==> src/rtl/sdram_tester_pkg.sv <==
// Shared types and constants for the sdram_tester pattern checker/writer blocks.
package sdram_tester_pkg;

    typedef enum logic [2:0] {
        IDLE,
        REQ,
        WAIT,
        CMP,
        FIN
    } checker_state_t;

    localparam logic [31:0] LANE_STEP    = 32'h0101_0101;
    localparam logic [31:0] DEFAULT_SEED = 32'hA5A5_0000;

endpackage

==> src/rtl/sdram_pattern_gen.sv <==
// Combinational address -> expected data word; each 32-bit lane is SEED ^ addr ^ lane*LANE_STEP.
module sdram_pattern_gen
    import sdram_tester_pkg::*;
#(
    parameter int          WIDTH_BITS = 128,
    parameter int          ADDR_BITS  = 26,
    parameter logic [31:0] SEED       = DEFAULT_SEED
) (
    input  logic [ADDR_BITS-1:0]  addr,
    output logic [WIDTH_BITS-1:0] pattern
);

    localparam int LANES = WIDTH_BITS / 32;

    logic [31:0] addr_ext;

    assign addr_ext = 32'(addr);

    always_comb begin
        pattern = '0;
        for (int i = 0; i < LANES; i++) begin
            pattern[i*32 +: 32] = SEED ^ addr_ext ^ (LANE_STEP * 32'(i));
        end
    end

endmodule

==> config.mk <==
export PLATFORM = sky130hd
export DESIGN_NAME = sdram_pattern_gen
export DESIGN_NICKNAME = d
export VERILOG_FILES = /design/src/rtl/sdram_tester_pkg.sv /design/src/rtl/sdram_pattern_gen.sv
export SDC_FILE = /design/constraint.sdc
export NUM_CORES = 1
export LEC_CHECK = 0
export ABC_AREA = 1
export BUFFER_PORTS_ARGS = -buffer_cell sky130_fd_sc_hd__buf_4
export CELL_PAD_IN_SITES_DETAIL_PLACEMENT = 0
export CELL_PAD_IN_SITES_GLOBAL_PLACEMENT = 1
export CORE_MARGIN = 5
export CORE_UTILIZATION = 16
export DETAILED_ROUTE_END_ITERATION = 16
export PLACE_DENSITY = 0.9
export SLEW_MARGIN = 0
export SYNTH_ARGS = -nofsm -noshare
export SYNTH_HDL_FRONTEND = slang
export SYNTH_SLANG_ARGS = --single-unit
==> constraint.sdc <==
create_clock -name vclk -period 0.8
set_clock_uncertainty 0.15 [all_clocks]
set_input_delay 0.04 -clock vclk [all_inputs]
set_output_delay 0.04 -clock vclk [all_outputs]
set_load 0.03 [all_outputs]
# ---- Word level (Yosys, flattened, before mapping)
# Index checks and enable logic that the tools add are counted.
dict set report word_totals {
  reg_bits 0
}
dict set report classes {
  bitwise 4
}
# operator count
set op_table {}
lappend op_table {{$not 4->4} 2}
lappend op_table {{$not 5->8} 1}
lappend op_table {{$not 8->8} 1}

# ---- Depth between registers and ports, before layout
dict set report depth {
  word_depth 2
  mapped_depth 2
  mapped_depth_nobuf 1
}

# ---- Least setup slack after synthesis
# No wires, ideal clock.
dict set report synth_path {
  path_type {input to output}
  startpoint {in addr[18]}
  endpoint {out pattern[114]}
  stages 2
  t_arrival_ps 492
  path_slack_ps 118
  t_required_ps 610
  path_cell_list {inv_1 buf_4}
}
dict set report synth_between {
  elab_chain_len 1
}
# element line_no
set synth_lines {}
lappend synth_lines {{start: declaration} sdram_pattern_gen.sv:9} ;# input logic [ADDR_BITS-1:0] addr,
lappend synth_lines {{$not 5->8 (no line)} -}
lappend synth_lines {{end: declaration} sdram_pattern_gen.sv:10} ;# output logic [WIDTH_BITS-1:0] pattern
# No other way between the ends.

# ---- Worst setup path in the final report
dict set report layout_path {
  startpoint {in addr[21]}
  endpoint {out pattern[21]}
}
# Same word-level chain as after synthesis.

==> flow_summary.toml <==
[outcome]
status = "finished clean"

[worst_setup_path]
worstSetupPathType = "input port to primary output"
setup.worst_path.end_class = "primary output"
cp_slowest_cell = "buf_4"
cpPeakStageDelay_ns = 0.18
cp.required_ns = 0.61
cp-start-kind = "input port"
path_common_cell = "buf_4"
crit_chain = "buf_4 > inv_1 > buf_4"
crit_arrival_ns = 0.43
critical_path.max_fanout = 4

[cells_and_area]
final_common_cell = "buf_4"
n_fill_cell = 628
antenna_cells = 0
drive_gt1_share_pct = 66.7
finalNonFillerCells = 177
post-route-util_pct = 16.8
seq_cell_count = 0
final_cell_mix = "buf_4 (55), conb_1 (24), buf_12 (15), inv_1 (11)"
regArea_um2 = 0
nClkBuffers = 0
areaGrowthSynthToFinish_pct = 0.810
layout.nets = 133
multi_input_area_um2 = 90.1

[synth]
yosysTopAreaCell = "buf_4"
synthDominantCellAreaShare_pct = 94.7
synthCells = 130
synth_cell_types = 3
synth_area_um2 = 927
synth.area.top_cells = "buf_4 (95%), inv_1 (4.5%), conb_1 (0.81%)"
syn_avg_cell_area_um2 = 7.13
synth-seq-area-share_pct = 0
ys_warn_count = 0

[grt]
gr-usage-all-layers_pct = 2.38
grt_pass1_vias = 367
antenna_found_initial = 0
gr-total-overflow = 0
grt_max_degree = 5
grt_pass1_wl_mm = 1.61

[placed_design]
gp_congestion = 0.462
place_inst = 162
numPortBuffers = 55
hpwl_mm = 1.12

[pwr]
ir_drop_v = 0.000366
leakage_nw = 0.542
power_density_nw_per_um2 = 1250

[die]
rows = 27
pin_count = 154
dieArea_um2 = 7420
start_util_pct = 16.6
die_y_um = 86.1
core_um2 = 5570
die_width_um = 86.1

[sta]
drv_slew = 0
grt_setup_unrepaired = "no"
fin_crit_sh_pct = 77.2
final-setup-viol-count = 0
hold_viol_final = 0
fmax_mhz = 1620
tns_ns = 0
finalCriticalPeriod_ns = 0.618

[clocking]
post_cts_buffers = 0
cts.repair.resized = 0

[job]
drv_cap = 0

[routing]
postRouteAntennaNets = 0
via_count = 445
routedWlPerCell_um = 8.81
avgViaCountPerCell = 2.51
wirelength_mm = 1.56
route.detailed.drc = 0
drtPass1Iterations = 2
dr.first_iter.drc_count = 1

[worst_hold_path]
hp-class = "input port to primary output"
-- synthesized netlist by cell type (all sizes together) --
library cell / instances
buf: 117
inv: 11
conb: 2
-- stage by stage --
stage / power (W) / hold WS [ns] / area (um^2) / worst slack [ns]
floorplan: 0.00118 / 0.0474 / 1010 / 0.118
global placement: 0.000639 / -0.0695 / 634 / 0.197
detailed placement: 0.000645 / -0.0695 / 634 / 0.172
CTS: 0.000717 / -0.0695 / 674 / 0.173
global route: 0.00122 / 0.0830 / 935 / 0.146
finish: 0.00117 / 0.0814 / 935 / 0.182
-- per-layer routing --
layer  up-vias  GRT usage (%)  wire [um]
met5         -              0          0
met4         0           1.29          0
met3         0           1.15        387
met2        76           4.98        912
met1       181           1.64        261
li1        188              -          -
-- where the power goes --
group	switching, W	internal, W	total (W)
registers	0	0	0
clock network	0	0	0
logic	0.000837	0.000334	0.00117
-- worst paths after layout --
kind                  slack (ns)           to  cells after the start     start
worst min-delay path        0.08  pattern[45]                      1  addr[13]
worst max-delay path        0.18  pattern[21]                      3  addr[21]
-- area by class of cell --
cell class	instances	share of cell area, %
Timing Repair Buffer	70	76.3
Multi-Input combinational cell	24	9.64
Tap cell	72	9.64
Inverter	11	4.42
-- timing repair --
item                                    in CTS  in global routing
hold buffers                                 2                 13
endpoints found under the setup margin       0                  0
hold endpoints to repair                    60                 52
-- worst max-delay path: cells and delay by family --
family / cells / cell delay [ns]
buffers and inverters: 3 / 0.38
-- logic make-up (layout without fill, tap and decap cells) --
| family | count (synthesis) | count (layout) | synth area share (%) |
|---|---|---|---|
| buf+inv | 128 | 81 | 99.2 |
| other cells | 2 | 24 | 0.810 |
(Power assumes the default switching activity.)
